===== config.mk =====
export PLATFORM = sky130hd
export DESIGN_NAME = bus_xfer_controller
export DESIGN_NICKNAME = d
export VERILOG_FILES = /design/src/rtl/bus_xfer_controller.sv
export SDC_FILE = /design/constraint.sdc
export NUM_CORES = 1
export LEC_CHECK = 0
export CORE_MARGIN = 4
export CORE_UTILIZATION = 50
export CTS_CLUSTER_DIAMETER = 150
export CTS_CLUSTER_SIZE = 14
export DETAILED_ROUTE_END_ITERATION = 10
export GPL_TIMING_DRIVEN = 0
export HOLD_SLACK_MARGIN = 0.05
export PLACE_DENSITY = 0.83
export SYNTH_ARGS = -nofsm -noshare
export SYNTH_HDL_FRONTEND = slang
export SYNTH_SLANG_ARGS = --single-unit

===== constraint.sdc =====
create_clock -name clk -period 3.9 [get_ports clk]
set_input_delay 0.975 -clock clk [delete_from_list [all_inputs] [get_ports clk]]
set_output_delay 0.975 -clock clk [all_outputs]
set_load 0.02 [all_outputs]

===== src/rtl/bus_xfer_controller.sv =====
// Serial system-bus transaction sequencer: latches the granted master's request, selects the slave,
// shifts address/write data out LSB first, waits for slave ready and assembles serial read data.
module bus_xfer_controller #(
    parameter int unsigned ADDR_W  = 12,
    parameter int unsigned DATA_W  = 8,
    parameter int unsigned NUM_SLV = 3,
    parameter int unsigned TIMEOUT = 255
) (
    input  logic               clk,
    input  logic               rst,
    input  logic [1:0]         bus_grant,
    input  logic               m1_start,
    input  logic               m1_wr,
    input  logic [1:0]         m1_slave_id,
    input  logic [ADDR_W-1:0]  m1_addr,
    input  logic [DATA_W-1:0]  m1_wdata,
    input  logic               m2_start,
    input  logic               m2_wr,
    input  logic [1:0]         m2_slave_id,
    input  logic [ADDR_W-1:0]  m2_addr,
    input  logic [DATA_W-1:0]  m2_wdata,
    input  logic               slave_ready,
    input  logic               slave_rbit,
    output logic [NUM_SLV-1:0] slave_sel,
    output logic               bus_valid,
    output logic               bus_mode,
    output logic               bus_bit,
    output logic [DATA_W-1:0]  rdata,
    output logic               done,
    output logic               err,
    output logic               ctrl_busy,
    output logic               xfer_release
);

    localparam int unsigned MAX_W = (ADDR_W > DATA_W) ? ADDR_W : DATA_W;
    localparam int unsigned CNT_W = $clog2(MAX_W);
    localparam int unsigned TMR_W = $clog2(TIMEOUT + 1);

    localparam logic [2:0] ST_IDLE  = 3'd0;
    localparam logic [2:0] ST_SEL   = 3'd1;
    localparam logic [2:0] ST_ADDR  = 3'd2;
    localparam logic [2:0] ST_WAIT  = 3'd3;
    localparam logic [2:0] ST_WDATA = 3'd4;
    localparam logic [2:0] ST_RDATA = 3'd5;
    localparam logic [2:0] ST_DONE  = 3'd6;
    localparam logic [2:0] ST_ERR   = 3'd7;

    logic [2:0]        state_q, state_d;
    logic [1:0]        owner_q, owner_d;
    logic              wr_q, wr_d;
    logic [1:0]        id_q, id_d;
    logic [ADDR_W-1:0] addr_sh_q, addr_sh_d;
    logic [DATA_W-1:0] wdata_sh_q, wdata_sh_d;
    logic [DATA_W-2:0] rsh_q, rsh_d;
    logic [DATA_W-1:0] rdata_q, rdata_d;
    logic [CNT_W-1:0]  cnt_q, cnt_d;
    logic [TMR_W-1:0]  timer_q, timer_d;

    logic              accept;
    logic              req_wr;
    logic [1:0]        req_id;
    logic [ADDR_W-1:0] req_addr;
    logic [DATA_W-1:0] req_wdata;
    logic              bad_id;
    logic              grant_lost;
    logic              addr_last;
    logic              data_last;
    logic              tmr_expired;
    logic              sel_active;

    // Only the master named by the current grant may start; grant 0 and 3 accept nobody.
    always_comb begin
        accept    = 1'b0;
        req_wr    = m1_wr;
        req_id    = m1_slave_id;
        req_addr  = m1_addr;
        req_wdata = m1_wdata;
        if (bus_grant == 2'd1 && m1_start) begin
            accept = 1'b1;
        end else if (bus_grant == 2'd2 && m2_start) begin
            accept    = 1'b1;
            req_wr    = m2_wr;
            req_id    = m2_slave_id;
            req_addr  = m2_addr;
            req_wdata = m2_wdata;
        end
    end

    assign bad_id      = 32'(req_id) >= NUM_SLV;
    assign grant_lost  = bus_grant != owner_q;
    assign addr_last   = cnt_q == CNT_W'(ADDR_W - 1);
    assign data_last   = cnt_q == CNT_W'(DATA_W - 1);
    assign tmr_expired = timer_q == TMR_W'(TIMEOUT - 1);

    always_comb begin
        state_d    = state_q;
        owner_d    = owner_q;
        wr_d       = wr_q;
        id_d       = id_q;
        addr_sh_d  = addr_sh_q;
        wdata_sh_d = wdata_sh_q;
        rsh_d      = rsh_q;
        rdata_d    = rdata_q;
        cnt_d      = cnt_q;
        timer_d    = timer_q;
        case (state_q)
            ST_IDLE: begin
                if (accept) begin
                    owner_d    = bus_grant;
                    wr_d       = req_wr;
                    id_d       = req_id;
                    addr_sh_d  = req_addr;
                    wdata_sh_d = req_wdata;
                    state_d    = bad_id ? ST_ERR : ST_SEL;
                end
            end
            ST_SEL: begin
                cnt_d   = '0;
                state_d = grant_lost ? ST_ERR : ST_ADDR;
            end
            ST_ADDR: begin
                if (grant_lost) begin
                    state_d = ST_ERR;
                end else begin
                    addr_sh_d = addr_sh_q >> 1;
                    if (addr_last) begin
                        state_d = ST_WAIT;
                        timer_d = '0;
                    end else begin
                        cnt_d = cnt_q + CNT_W'(1);
                    end
                end
            end
            // Grant loss beats ready; ready beats the timeout in the same cycle.
            ST_WAIT: begin
                if (grant_lost) begin
                    state_d = ST_ERR;
                end else if (slave_ready) begin
                    state_d = wr_q ? ST_WDATA : ST_RDATA;
                    cnt_d   = '0;
                end else if (tmr_expired) begin
                    state_d = ST_ERR;
                end else begin
                    timer_d = timer_q + TMR_W'(1);
                end
            end
            ST_WDATA: begin
                if (grant_lost) begin
                    state_d = ST_ERR;
                end else begin
                    wdata_sh_d = wdata_sh_q >> 1;
                    if (data_last) state_d = ST_DONE;
                    else           cnt_d   = cnt_q + CNT_W'(1);
                end
            end
            // The last bit goes straight into rdata, so the shifter holds only DATA_W-1 bits.
            ST_RDATA: begin
                if (grant_lost) begin
                    state_d = ST_ERR;
                end else if (data_last) begin
                    rdata_d = {slave_rbit, rsh_q};
                    state_d = ST_DONE;
                end else begin
                    rsh_d = {slave_rbit, rsh_q[DATA_W-2:1]};
                    cnt_d = cnt_q + CNT_W'(1);
                end
            end
            ST_DONE: state_d = ST_IDLE;
            ST_ERR:  state_d = ST_IDLE;
            default: state_d = ST_IDLE;
        endcase
    end

    always_ff @(posedge clk or posedge rst) begin
        if (rst) begin
            state_q    <= ST_IDLE;
            owner_q    <= '0;
            wr_q       <= 1'b0;
            id_q       <= '0;
            addr_sh_q  <= '0;
            wdata_sh_q <= '0;
            rsh_q      <= '0;
            rdata_q    <= '0;
            cnt_q      <= '0;
            timer_q    <= '0;
        end else begin
            state_q    <= state_d;
            owner_q    <= owner_d;
            wr_q       <= wr_d;
            id_q       <= id_d;
            addr_sh_q  <= addr_sh_d;
            wdata_sh_q <= wdata_sh_d;
            rsh_q      <= rsh_d;
            rdata_q    <= rdata_d;
            cnt_q      <= cnt_d;
            timer_q    <= timer_d;
        end
    end

    always_comb begin
        sel_active = (state_q == ST_SEL) || (state_q == ST_ADDR) || (state_q == ST_WAIT) ||
                     (state_q == ST_WDATA) || (state_q == ST_RDATA);
        slave_sel  = sel_active ? (NUM_SLV'(1) << id_q) : '0;
        bus_mode   = sel_active & wr_q;
        bus_valid  = (state_q == ST_ADDR) || (state_q == ST_WDATA);
        bus_bit    = 1'b0;
        if (state_q == ST_ADDR)  bus_bit = addr_sh_q[0];
        if (state_q == ST_WDATA) bus_bit = wdata_sh_q[0];
        done         = state_q == ST_DONE;
        err          = state_q == ST_ERR;
        xfer_release = done | err;
        ctrl_busy    = state_q != ST_IDLE;
        rdata        = rdata_q;
    end

endmodule


==> summary.txt <==
Route
  • Vias/cell: 5.574
  • TritonRoute pass-1 iters: 4
  • Post-DRT Antenna Nets: 0
  • Routed vias: 2564
  • Drt wl/cell: 15.29 µm
  • Iter 0 DRT Violations: 93
  • DRT Wirelength: 7.033 mm
  • Drc violations: 0

Power
  • Comb power frac: 47.9%
  • Internal Pwr Total: 1.492 mW
  • Flop pwr share: 38.3%
  • Power density over cell area: 573.5 mW/mm²
  • Switching share of total power: 38.65%
  • Worst VDD drop: 0.4206 mV
  • Clock Power Share: 13.8%
  • Psw: 0.9400 mW
  • Pleak: 1.925 nW

Clocking
  • Root buffer cell: clkbuf_8
  • CTS max path bufs: 2
  • CTS Sinks: 55
  • Cts hold-fix bufs: 0
  • Worst skew pair latency: 0.31 ns
  • Clock H-tree levels: 2
  • Post-cts sizing count: 0
  • Clk pin slew, worst setup/hold paths: 0.10 ns
  • Total CTS buffers: 5
  • Post-CTS setup buffers: 0
  • CTS tree: built

Global route
  • Met2 Use GR: 31.82%
  • First-pass GRT wire length: 11.76 mm
  • All-Layer GR Usage: 18.46%
  • Initial antenna violation count: 0
  • Vias in the first global route: 2587
  • Global-route met1 utilization: 24.23%
  • Largest net degree at the start of global routing: 33
  • Gr ovfl total: 0
  • Met3 usage: 3.687%
  • Busiest grt layer: met2

Synth
  • Synthesized Nets: 360
  • Post-synth EDFFs: 0
  • Post-synthesis sequential area ratio: 41.57%
  • Mapped Area: 0.003311 mm²
  • Top-count cell post-synth: dfrtp_1
  • Synth area leaders: dfrtp_1 (42%), mux2_2 (9.5%), mux2i_1 (8.2%), mux2_4 (4.1%), nand2_1 (2.8%)
  • Mapped Cells: 303
  • Synth cell types: 55
  • Yosys reg bits: 55
  • Ys async rst share: 100.0%
  • Ys flop type: dfrtp_1
  • Syn_area_per_cell: 10.93 µm²
  • Synth top cells by count: dfrtp_1 (55), mux2_2 (28), mux2i_1 (27)
  • Yosys top cell by area: dfrtp_1
  • Ys Warns: 0
  • Share of the synthesized area in the top cell type: 41.57%

Worst setup path
  • R2r endpoint: owner_q[1]
  • Worst r2r src: state_q[0]
  • Crit path arrival time: 2.37 ns
  • Critical path data required time: 2.92 ns
  • Reg2Reg Depth: 5
  • Worst Path Max Fanout: 10
  • Worst R2R Setup Slack: 2.07 ns
  • Critical path class: flip-flop to output pin
  • Startpoint types: flip-flop
  • Crit. End Element: output pin

Place
  • Post-DP HPWL: 5.461 mm
  • RePlAce Congestion: 0.8136
  • Port bufs: 71
  • Setup Slack @ Placement: 0.8970 ns

Timing
  • Setup clock skew after layout: 0.009228 ns
  • Worst slew pin tran: 0.6923 ns
  • RSZ-0062 raised after global routing: no
  • Final slew viol count: 0
  • Worst hold margin: 0.5187 ns
  • Post-route setup TNS: 0 ns
  • Fmax: 0.2986 GHz
  • Fin crit share: 85.88%
  • Slew headroom: 53.78%
  • Setup Viol. Count Final: 0
  • PnR worst setup slack: 0.5507 ns
  • Tmin final: 3.349 ns
  • Hold Violations, Final: 0

Min path
  • Hold_sp: addr_sh_q[11]
  • WHS Endpoint: addr_sh_q[11]
  • WHS Path Cells: 1
  • Hold/Removal Path Class: flip-flop to flip-flop

Floorplanning
  • Die width: 89.37 µm
  • Core ar.: 0.006386 mm²
  • Row cnt: 29
  • Ports: 72
  • Starting Density: 51.84%
  • Die span in y: 89.37 µm
  • Area of the die: 0.007987 mm²

Layout
  • Layout cell share with drive strength beyond 1: 22.45%
  • Area Overhead vs Synth: 28.12%
  • Nets: 439
  • Antenna diode count: 0

Outcome
  • Outcome: complete, no violations

Flow run
  • MaxCap Viol Count: 0
-- layout by cell type, fill, tap and decap left out, drive strengths merged, types with 2 or more instances in the layout --
master         instances
nand2                 25
buf                   14
nor3                   7
a31oi                  4
nand2b                 2
ha                     3
o211ai                 2
clkdlybuf4s50         71
nor3b                  5
a21o                   3
xor2                   2
mux2i                 27
nor4                   3
o22a                   6
nand3                  5
and4                   3
and3                   6
or3b                   2
a22o                   2
nand3b                 5
dfrtp                 55
nor2                  22
mux2                  37
inv                   12
a211oi                 2
clkbuf                 7
a21oi                 16
or2                    2
o21ai                 18
o32ai                  2
-- area by class of cell --
type	instances	area, µm²
Fill cell	495	2145
Multi-Input combinational cell	223	1772
Sequential cell	55	1376
Timing Repair Buffer	72	738.2
Buffer	15	125.1
Tap cell	77	96.34
Clock buffer	5	68.82
Inverter	10	37.54
Clock inverter	3	27.53
-- metrics by stage --
| step | std cells | total power [mW] | instance area [µm²] | utilization, % |
|---|---|---|---|---|
| after global routing | 460 | 2.607 | 4242 | 66.42 |
| after CTS | 460 | 2.448 | 4242 | 66.42 |
| final | 460 | 2.432 | 4242 | 66.42 |
| after global placement | 451 | 2.057 | 4118 | 64.48 |
| after detailed placement | 452 | 2.109 | 4145 | 64.91 |
| after floorplan | 303 | 1.761 | 3311 | - |
-- how the worst max path moves through the flow --
stage,from,endpoint,slack [ns],cells past startpoint
after global routing,state_q[2],bus_bit,0.43,5
after floorplan,state_q[1],slave_sel[1],1.40,5
after global placement,rst,timer_q[7],0.56,2
final,state_q[2],bus_bit,0.55,5
after detailed placement,state_q[2],bus_bit,0.90,5
after CTS,state_q[2],bus_bit,0.54,5
-- per-layer routing --
metal / routed length, µm / part of all wire [%]
met1: 3148 / 45
met2: 3357 / 48
met3: 461 / 6.6
met4: 65 / 0.92
met5: 0 / 0
-- power groups by stage --
stage	registers (mW)	logic [mW]	clock network, mW
2_1_floorplan	0.896	0.865	0
3_3_place_gp	0.925	1.13	0
3_5_place_dp	0.941	1.17	0
4_1_cts	0.928	1.18	0.344
5_1_grt	0.958	1.28	0.370
6_report	0.932	1.17	0.335
-- registers in the layout, summed over array words and instances, names as in the netlist --
register and flops:
id_q 2, wr_q 1, rsh_q 7, wdata_sh_q 8, rdata 8, owner_q 2
cnt_q 4, timer_q 8, addr_sh_q 12, state_q 3
-- kinds of logic after synthesis --
kind of cell,count (synthesis),share of synthesized area [%]
flip-flops,55,41.57
adder cells (fa/ha/maj),3,1.134
AND/OR/NAND/NOR,93,16.02
multiplexers,64,21.77
XOR/XNOR,2,0.9826
buffers and inverters,25,4.913
AO/OA/AOI/OAI,61,13.61
-- critical path, cell delays in order, from the launching register on --
cell and delay [ns]:
dfrtp_1 0.47, buf_4 0.22, nor3b_4 0.39, buf_4 0.25, a22o_1 0.13, clkdlybuf4s50_1 0.61
Note: power is estimated with default switching activity, not from simulation.
